[config.mk]
export PLATFORM = sky130hd
export DESIGN_NAME = dma_rq_rd_issue
export DESIGN_NICKNAME = d
export VERILOG_FILES = /design/src/rtl/dma_rq_rd_issue.sv
export SDC_FILE = /design/constraint.sdc
export NUM_CORES = 1
export LEC_CHECK = 0
export BUFFER_PORTS_ARGS = -buffer_cell sky130_fd_sc_hd__buf_4
export CAP_MARGIN = 15
export CORE_AREA = 4 4 270 272
export CTS_CLUSTER_SIZE = 30
export DETAILED_ROUTE_END_ITERATION = 7
export DIE_AREA = 0 0 274 276
export PLACE_DENSITY = 0.6
export SYNTH_ARGS = -nofsm -noshare
export SYNTH_HDL_FRONTEND = slang
export SYNTH_SLANG_ARGS = --single-unit
export TNS_END_PERCENT = 20
[constraint.sdc]
create_clock -name CLK -period 4.9 [get_ports CLK]
set_clock_uncertainty 0.2 [all_clocks]
set_input_delay 0.49 -clock CLK [delete_from_list [all_inputs] [get_ports CLK]]
set_output_delay 0.49 -clock CLK [all_outputs]
set_load 0.02 [all_outputs]
[src/rtl/dma_rq_rd_issue.sv]
// -----------------------------------------------------------------------------
// dma_rq_rd_issue
//
// Splits one host-read descriptor (byte address, byte length) into PCIe Memory
// Read requests. Each request is bounded by the maximum read request size and
// by 4 KB address boundaries. It is issued as a single-beat RQ AXI-Stream TLP
// that carries a free tag taken from a window of C_WINDOW_SIZE tags.
// Outstanding tags and their expected dword counts are published to the
// completion stage. The completion stage retires tags through COMPLETED_TAGS.
// DONE pulses once every tag of the descriptor has retired.
//
// Optional feature (macro DMA_RQ_RD_TIMEOUT_EN):
//   A watchdog counts cycles spent in ALLOC/WAIT while tags are outstanding.
//   When it expires, it raises the sticky ERROR flag, forgets all tags and
//   finishes the descriptor so that DONE still pulses.
//   Without the macro, ERROR is tied low. A lost completion then parks the
//   block in WAIT until reset.
//
// Ports:
//   CLK, RST_N              clock, asynchronous active-low reset
//   DESC_VALID/READY        descriptor handshake
//   DESC_ADDR[63:0]         host byte address (dword aligned)
//   DESC_LEN[31:0]          length in bytes (multiple of 4, 0 allowed)
//   M_AXIS_RQ_*             requester request stream, one beat per TLP
//   CURRENT_WINDOW_SIZE     runtime cap on outstanding tags (0 = C_WINDOW_SIZE)
//   BUSY_TAGS               tag j outstanding
//   SIZE_TAGS               expected dwords of tag j at [11j+10:11j]
//   COMPLETED_TAGS          one-cycle retire pulses from the completion stage
//   DONE                    one-cycle pulse at descriptor completion
//   ERROR                   sticky watchdog error, cleared on next accept
// -----------------------------------------------------------------------------
module dma_rq_rd_issue #(
   parameter int C_BUS_DATA_WIDTH        = 256,
   parameter int C_BUS_KEEP_WIDTH        = C_BUS_DATA_WIDTH / 32,
   parameter int C_WINDOW_SIZE           = 16,
   parameter int C_LOG2_MAX_READ_REQUEST = 12,
   parameter int C_TIMEOUT_CYCLES        = 65535
) (
   input  logic                          CLK,
   input  logic                          RST_N,
   input  logic                          DESC_VALID,
   output logic                          DESC_READY,
   input  logic [63:0]                   DESC_ADDR,
   input  logic [31:0]                   DESC_LEN,
   output logic [C_BUS_DATA_WIDTH-1:0]   M_AXIS_RQ_TDATA,
   output logic [59:0]                   M_AXIS_RQ_TUSER,
   output logic                          M_AXIS_RQ_TLAST,
   output logic [C_BUS_KEEP_WIDTH-1:0]   M_AXIS_RQ_TKEEP,
   output logic                          M_AXIS_RQ_TVALID,
   input  logic                          M_AXIS_RQ_TREADY,
   input  logic [63:0]                   CURRENT_WINDOW_SIZE,
   output logic [C_WINDOW_SIZE-1:0]      BUSY_TAGS,
   output logic [C_WINDOW_SIZE*11-1:0]   SIZE_TAGS,
   input  logic [C_WINDOW_SIZE-1:0]      COMPLETED_TAGS,
   output logic                          DONE,
   output logic                          ERROR
);

   localparam int          TAG_W  = (C_WINDOW_SIZE > 1) ? $clog2(C_WINDOW_SIZE) : 1;
   localparam logic [12:0] MAX_RR = 13'(2 ** C_LOG2_MAX_READ_REQUEST);

   if (C_LOG2_MAX_READ_REQUEST < 7 || C_LOG2_MAX_READ_REQUEST > 12 ||
       C_WINDOW_SIZE < 1 || C_WINDOW_SIZE > 256 || C_BUS_DATA_WIDTH < 128 ||
       C_TIMEOUT_CYCLES < 1) begin : g_bad_param
      $error("dma_rq_rd_issue: illegal parameter combination");
   end

   typedef enum logic [2:0] {S_IDLE, S_ALLOC, S_SEND, S_WAIT, S_FINISH} state_t;

   state_t                     state, state_nxt;
   logic                       out_of_reset;
   logic [63:0]                addr_q;
   logic [31:0]                remaining_q;
   logic [12:0]                chunk_q;      // bytes of the registered TLP, <= 4096
   logic [TAG_W-1:0]           tag_q;
   logic [C_WINDOW_SIZE-1:0]   busy_q;
   logic [C_WINDOW_SIZE*11-1:0] size_q;

   logic                       desc_hs, rq_hs, alloc_ok, wd_fire;
   logic [10:0]                dw_q;
   logic [12:0]                to_boundary, limit, chunk_c;
   logic [TAG_W-1:0]           free_tag;
   logic                       free_found;
   logic [31:0]                busy_cnt, eff_window;
   logic [C_WINDOW_SIZE-1:0]   set_mask;

   assign DESC_READY = out_of_reset && (state == S_IDLE);
   assign desc_hs    = DESC_VALID && DESC_READY;
   assign rq_hs      = (state == S_SEND) && M_AXIS_RQ_TREADY;
   assign dw_q       = chunk_q[12:2];

   // Chunk size, window occupancy and lowest free tag, all from registered state.
   // NOTE: every always_comb output gets a default first so no path can infer a latch.
   always_comb begin
      to_boundary = 13'd4096 - {1'b0, addr_q[11:0]};
      limit       = (MAX_RR < to_boundary) ? MAX_RR : to_boundary;
      chunk_c     = (remaining_q < 32'(limit)) ? remaining_q[12:0] : limit;

      if (CURRENT_WINDOW_SIZE == 64'd0 || CURRENT_WINDOW_SIZE > 64'(C_WINDOW_SIZE))
         eff_window = 32'(C_WINDOW_SIZE);
      else
         eff_window = CURRENT_WINDOW_SIZE[31:0];

      busy_cnt   = '0;
      free_found = 1'b0;
      free_tag   = '0;
      // Scan downwards so the lowest free index is the one left standing.
      for (int j = C_WINDOW_SIZE - 1; j >= 0; j--) begin
         busy_cnt = busy_cnt + 32'(busy_q[j]);
         if (!busy_q[j]) begin
            free_found = 1'b1;
            free_tag   = TAG_W'(j);
         end
      end

      set_mask = '0;
      if (rq_hs) set_mask[tag_q] = 1'b1;
   end

   assign alloc_ok = (state == S_ALLOC) && free_found && (busy_cnt < eff_window) && !wd_fire;

   always_comb begin
      state_nxt = state;
      unique case (state)
         S_IDLE:   if (desc_hs) state_nxt = (DESC_LEN == 32'd0) ? S_FINISH : S_ALLOC;
         S_ALLOC:  if (alloc_ok) state_nxt = S_SEND;
         S_SEND:   if (rq_hs) state_nxt = (remaining_q != 32'(chunk_q)) ? S_ALLOC : S_WAIT;
         S_WAIT:   if (busy_q == '0) state_nxt = S_FINISH;
         S_FINISH: state_nxt = S_IDLE;
         default:  state_nxt = S_IDLE;
      endcase
      if (wd_fire) state_nxt = S_FINISH;
   end

   // NOTE: sequential state uses non-blocking assignments so every flop samples pre-edge values.
   always_ff @(posedge CLK or negedge RST_N) begin
      if (!RST_N) begin
         state        <= S_IDLE;
         out_of_reset <= 1'b0;
      end else begin
         state        <= state_nxt;
         out_of_reset <= 1'b1;
      end
   end

   // NOTE: the small SIZE_TAGS array is reset too, so it reads zero after reset.
   always_ff @(posedge CLK or negedge RST_N) begin
      if (!RST_N) begin
         addr_q      <= '0;
         remaining_q <= '0;
         chunk_q     <= '0;
         tag_q       <= '0;
         busy_q      <= '0;
         size_q      <= '0;
      end else begin
         // A retire and a set of a different tag in the same cycle both land.
         busy_q <= (busy_q & ~COMPLETED_TAGS) | set_mask;
         if (desc_hs) begin
            addr_q      <= DESC_ADDR;
            remaining_q <= DESC_LEN;
         end
         if (alloc_ok) begin
            chunk_q <= chunk_c;
            tag_q   <= free_tag;
         end
         if (rq_hs) begin
            addr_q                          <= addr_q + 64'(chunk_q);
            remaining_q                     <= remaining_q - 32'(chunk_q);
            size_q[int'(tag_q)*11 +: 11]    <= dw_q;
         end
         if (wd_fire) begin
            busy_q      <= '0;
            remaining_q <= '0;
         end
      end
   end

`ifdef DMA_RQ_RD_TIMEOUT_EN
   logic [31:0] wd_cnt;
   logic        wd_active;
   logic        error_q;

   assign wd_active = ((state == S_ALLOC) || (state == S_WAIT)) && (busy_q != '0);
   assign wd_fire   = wd_active && (wd_cnt >= 32'(C_TIMEOUT_CYCLES));

   always_ff @(posedge CLK or negedge RST_N) begin
      if (!RST_N) begin
         wd_cnt  <= '0;
         error_q <= 1'b0;
      end else begin
         if (rq_hs || (COMPLETED_TAGS != '0) || !wd_active || wd_fire) wd_cnt <= '0;
         else                                                            wd_cnt <= wd_cnt + 32'd1;
         if (desc_hs)      error_q <= 1'b0;
         else if (wd_fire) error_q <= 1'b1;
      end
   end
   assign ERROR = error_q;
`else
   assign wd_fire = 1'b0;
   assign ERROR   = 1'b0;
`endif

   // TLP fields come straight from registers that only move on a handshake,
   // so they are stable for as long as TVALID waits for TREADY.
   always_comb begin
      M_AXIS_RQ_TDATA = '0;
      M_AXIS_RQ_TUSER = '0;
      M_AXIS_RQ_TKEEP = '0;
      M_AXIS_RQ_TLAST = 1'b0;
      if (state == S_SEND) begin
         M_AXIS_RQ_TDATA[63:2]   = addr_q[63:2];
         M_AXIS_RQ_TDATA[74:64]  = dw_q;
         M_AXIS_RQ_TDATA[103:96] = 8'(tag_q);
         M_AXIS_RQ_TUSER[3:0]    = 4'hF;
         M_AXIS_RQ_TUSER[7:4]    = (dw_q == 11'd1) ? 4'h0 : 4'hF;
         M_AXIS_RQ_TKEEP         = C_BUS_KEEP_WIDTH'(4'hF);
         M_AXIS_RQ_TLAST         = 1'b1;
      end
   end

   assign M_AXIS_RQ_TVALID = (state == S_SEND);
   assign BUSY_TAGS        = busy_q;
   assign SIZE_TAGS        = size_q;
   assign DONE             = (state == S_FINISH);

endmodule

* Word level (Yosys, flattened, before mapping)
Cells that the tools add are included. Widths: inputs -> output; s select.
Operators by class: $mul 1, reduce and logical (&&, ||, !) cells 13, multiplexer cells 56, eq/ne operators 10, add/subtract/negate cells 19, bitwise gates (word level) 3, magnitude comparators 6, shift-type cells 2
Operators by type and width (count):
- $bwmux 176 | 1
- $shift 11x33->176 const A | 1
- $shiftx 11x33->176 | 1
- $mux 64 | 2
- $mux 32 | 3
- $mux 4 | 19
- $mux 73 | 1
- $add 64x13->64 | 1
- $gt 64x5->1 const B | 1
- $logic_not 64->1 | 1
- $neg 8->33 | 1
- $logic_not 32->1 | 1
- $lt 16x32->1 | 1
- $lt 32x13->1 | 1
- $ne 32x13->1 | 1
- $sub 32x13->32 | 1
- $mux 13 | 2
- $mux 1 | 18
- $add 15x1->16 | 1
- $and 16x16->16 | 1
- $logic_not 16->1 | 1
- $mux 16 | 1
- $not 16->16 | 1
- $or 16x16->16 | 1
- 35 further kinds | 47
Word-level totals: logic and storage cells 118, bits in registers 309

* Depth between registers and ports, before layout
word-level depth 20, mapped depth 20

* Worst setup path after synthesis
No wires, ideal clock.
path type register to register, start point register busy_q[0] (netlist: BUSY_TAGS[0]), end point register chunk_q[0], path slack -0.059 ns, path buffers 2, clock period less this slack 4.959 ns, cell stages (with the launch flop) 19, data arrival time 4.637 ns, cells stage by stage dfrtp_1 inv_1 fa_1 fa_1 fa_1 fa_1 inv_1 ha_1 fa_1 xor2_1 ha_1 a21oi_1 nor2b_1 o21ai_0 nand2_1 nor2_1 buf_2 buf_4 a21oi_1
Between the ends: longest elaborated chain between the ends 3, elaborated cells on any way between the ends 5, those cells by class 1 x add/sub; 1 x order compare; 1 x mux; 2 x reduce/logical
Ends and longest elaborated chain:
- start: declaration | line 76 | logic [C_WINDOW_SIZE-1:0] busy_q;
- start signal: assignment | line 157 | busy_q <= (busy_q & ~COMPLETED_TAGS) | set_mask;
- $add 15x1->16 or $mux 1 (tied branches) | line 109, 110
- $lt 16x32->1 or $logic_and 1x1->1 (tied branches) | line 120 | assign alloc_ok = (state == S_ALLOC) && free_found && (busy_cnt < eff_window) && !wd_fire;
- $logic_and 1x1->1 (*) | line 120
- end signal: assignment | line 163 | chunk_q <= chunk_c;
- end: declaration | line 74 | logic [12:0] chunk_q;
Mark *: on every way between the ends. The rest lies on a longest branch, timed or not. A chain may end at the register's enable or synchronous reset.

* Worst setup path after layout
start point register busy_q[7] (netlist: BUSY_TAGS[7]), end point register chunk_q[3]
Between the ends: longest elaborated chain between the ends 10, elaborated cells on any way between the ends 19, those cells by class 8 x add/sub; 1 x order compare; 8 x mux; 2 x reduce/logical
Ends and longest elaborated chain (line):
- $add 8x1->9 or $mux 1 (tied branches) | 109, 110
- $add 9x1->10 or $mux 1 (tied branches) | 109, 110
- $add 10x1->11 or $mux 1 (tied branches) | 109, 110
- $add 11x1->12 or $mux 1 (tied branches) | 109, 110
- $add 12x1->13 or $mux 1 (tied branches) | 109, 110
- $add 13x1->14 or $mux 1 (tied branches) | 109, 110
- $add 14x1->15 or $mux 1 (tied branches) | 109, 110
- $add 15x1->16 or $mux 1 (tied branches) | 109, 110
- $lt 16x32->1 or $logic_and 1x1->1 (tied branches) | 120
- $logic_and 1x1->1 (*) | 120
Marks and branches as above.

==> flow_summary.json <==
{
  "cp_common_cell": "fa_1",
  "status": "complete, no violations",
  "final-setup-viol-count": 0,
  "vias": 16950,
  "synthFlopType": "dfrtp_1",
  "tns_ns": 0,
  "drt_iter0_markers": 1225,
  "min_period_over_period_pct": 98.33,
  "die_height_um": 276,
  "hold_violations": 0,
  "slew-limit-headroom_pct": 26.49,
  "die_area_um2": 75620,
  "dr.pass1.iters": 5,
  "cp.arrival_ns": 5.07,
  "critical_path_class": "reg2reg",
  "final_nets": 2907,
  "seq_area_um2": 7737,
  "grt_pass1_vias": 16530,
  "p_per_area_nw_per_um2": 502.7,
  "area_growth_pct": 33.01,
  "drc": 0,
  "multiInputGateArea_um2": 9114,
  "hpwl_um": 55630,
  "fin_util_pct": 34.66,
  "grt_start_max_net_pins": 103,
  "fillers": 7376,
  "p_leak_nw": 11.39,
  "syn_inst": 2131,
  "layout.cells.non_filler": 3645,
  "crit_path_top_delay_cell": "fa_1",
  "path_max_fanout": 14,
  "ioPinCount": 701,
  "io_buffers": 464,
  "wl_um": 73150,
  "cts_tree": "yes",
  "netlist.area_leader.share_pct": 41.94,
  "worstMarginPinSlew_ns": 1.099,
  "overflow": 0,
  "cts_htree_levels": 2,
  "finalCriticalPeriod_ns": 4.818,
  "rsz0062_at_grt": "yes",
  "cts_sinks": 309,
  "max_freq_ghz": 0.2075,
  "yosysWarnings": 0,
  "wire_per_inst_um": 20.07,
  "placed_cells_incl_taps": 3481,
  "vdd_drop_max_uv": 228.8,
  "netlist_top_cells_area": "dfrtp_1 (42%), buf_4 (10%), nand2_1 (7.1%)",
  "layout-drive-gt1-share_pct": 23.88,
  "yosysSeqAreaShare_pct": 41.94,
  "crit_chain": "inv_2 > fa_1 > fa_1 > fa_1 > fa_1 > inv_2 > ha_4 > fa_2 > xor2_2 > ha_1 > a21oi_2 > nor2b_1 > o21ai_1 > nand2_1 > nor2_4 > buf_12 > o211ai_1 > o21a_1",
  "cts.clk_slew.worst_paths_ns": 0.06,
  "numCtsBuffers": 40,
  "ys_types": 74,
  "syn_area_um2": 18440,
  "start_kind": "register",
  "syn_avg_cell_area_um2": 8.651,
  "clk_latency_ns": 0.57,
  "fp-row-count": 98,
  "globalRouteTotalUtil_pct": 18.57,
  "drv_cap": 0,
  "slew_violations": 0,
  "synth_edf_count": 0,
  "die_w_um": 274,
  "synth_top_area_cell": "dfrtp_1",
  "antenna_found_initial": 1,
  "core_um2": 70750,
  "required_ns": 5.15,
  "async_reset_ff_share_pct": 100.0,
  "worstSetupEndpointType": "register",
  "clockBufferDepth": 3,
  "cpPeakStageDelay_ns": 0.57,
  "via_per_inst": 4.651,
  "min_path_type": "in2reg",
  "ant_nets": 0,
  "grt_pass1_wl_um": 108500,
  "gp_congestion": 0.8843,
  "start_util_pct": 26.06,
  "worst_hold_slack_ns": 0.03630,
  "cts.root.buffer_cell": "clkbuf_16",
  "ys_ff_latch": 309
}
## cell type report
class	count	share of cell area, %
diodes	2	0.02041
well taps	950	4.847
multi-input cells	1630	37.17
repair buffers	616	20.04
flip-flops and latches	309	31.55
clock inverters	17	0.9236
inverters	65	0.9950
clock buffers	56	4.449
## synthesized netlist by cell type (all sizes together) (5+ instances only)
master,count
nand2b,8
a311oi,17
o22ai,25
xor2,12
nand2,351
nor4b,5
mux2i,7
ha,53
a21oi,74
a31oi,13
nor3,36
nor2b,9
a22oi,16
o31ai,26
and4,6
or3,6
o21a,12
fa,12
dfrtp,309
and3,24
mux2,13
nor4,39
a221o,5
inv,64
nand3,28
or2,6
nor3b,6
a211oi,18
o211ai,16
and2,66
clkbuf,103
nand4,31
nor2,142
buf,259
xnor2,17
a21o,9
o311ai,12
o21ai,218
or4,7
## through the flow
| step | power [mW] | setup WS (ns) | instance area, um^2 |
|---|---|---|---|
| finish | 12.33 | 0.08178 | 24520 |
| global route | 13.17 | -0.07720 | 24520 |
| CTS | 12.49 | 0.03786 | 24500 |
| detailed placement | 9.244 | -0.04405 | 22250 |
| global placement | 9.198 | -0.03951 | 22250 |
| floorplan | 7.238 | 0.01437 | 19320 |
## report_power, final
group	total, mW	switching, mW	leakage [nW]	internal [mW]
registers	3.79	0.690	4.01	3.10
logic	5.51	3.35	6.74	2.16
clock network	3.03	1.24	0.641	1.78
total	12.3	5.28	11.4	7.04
## per-layer routing
metal	GRT usage [%]	share of wire, %
met1	24.70	42
met2	31.84	49
met3	2.959	6.9
met4	4.039	2.1
met5	0	0
## sequential cells by signal (all words and copies together), names as in the netlist
register,count
SIZE_TAGS,176
addr_q,64
remaining_q,32
BUSY_TAGS,16
chunk_q,13
tag_q,4
state,3
out_of_reset,1
## worst paths after layout
path,startpoint,cells after the start,end,slack (ns)
min in group asynchronous,RST_N,2,addr_q[15]$_DFFE_PN0P_,0.38
max reg2reg,BUSY_TAGS[7]$_DFF_PN0_,18,chunk_q[3]$_DFFE_PN0P_,0.08
min,DESC_ADDR[59],3,addr_q[59]$_DFFE_PN0P_,0.04
min reg2reg,SIZE_TAGS[85]$_DFFE_PN0P_,2,SIZE_TAGS[85]$_DFFE_PN0P_,0.28
max in group asynchronous,RST_N,3,SIZE_TAGS[50]$_DFFE_PN0P_,3.08
max,BUSY_TAGS[7]$_DFF_PN0_,18,chunk_q[3]$_DFFE_PN0P_,0.08
## cell families (layout without fill, tap and decap cells)
group | after synthesis | after routing | share of synthesized area (%)
simple gates | 775 | 775 | 19.70
compound gates | 504 | 504 | 17.02
buf+inv | 427 | 754 | 13.85
flops | 309 | 309 | 41.94
fa+ha+maj | 65 | 65 | 4.900
xor+xnor | 29 | 29 | 1.378
mux | 20 | 20 | 1.174
other cells | 2 | 239 | 0.04074
## worst max-delay path, delay by kind of cell (launching register included)
| family | cells | cell delay [ns] |
|---|---|---|
| AO/OA/AOI/OAI | 4 | 0.47 |
| XOR/XNOR | 1 | 0.16 |
| adder cells (fa/ha/maj) | 7 | 2.79 |
| buffers and inverters | 3 | 0.29 |
| flip-flops | 1 | 0.41 |
| AND/OR/NAND/NOR | 3 | 0.37 |
## layout by cell type (no fill, tap or decap), types with 17 or more instances in the layout
master	instances
a211oi_1	18
a21oi_1	71
a311oi_1	17
and2_1	64
and3_1	24
buf_4	522
clkbuf_16	40
conb_1	237
dfrtp_1	305
dlygate4sd3_1	88
ha_1	52
inv_1	61
nand2_1	349
nand3_1	28
nand4_1	31
nor2_1	138
nor3_1	34
nor4_1	36
o21ai_0	215
o22ai_1	25
o31ai_1	26
## what timing repair did
| item | CTS | global route |
|---|---|---|
| pin swaps | 5 | 11 |
| endpoints found under the setup margin | 9 | 18 |
| resized for setup | 3 | 14 |
| endpoints found under the hold margin | 185 | 0 |
| setup buffers | 1 | 0 |
| gates cloned | 1 | 0 |
| hold buffers | 88 | 0 |
Note: power is estimated with default switching activity, not from simulation.
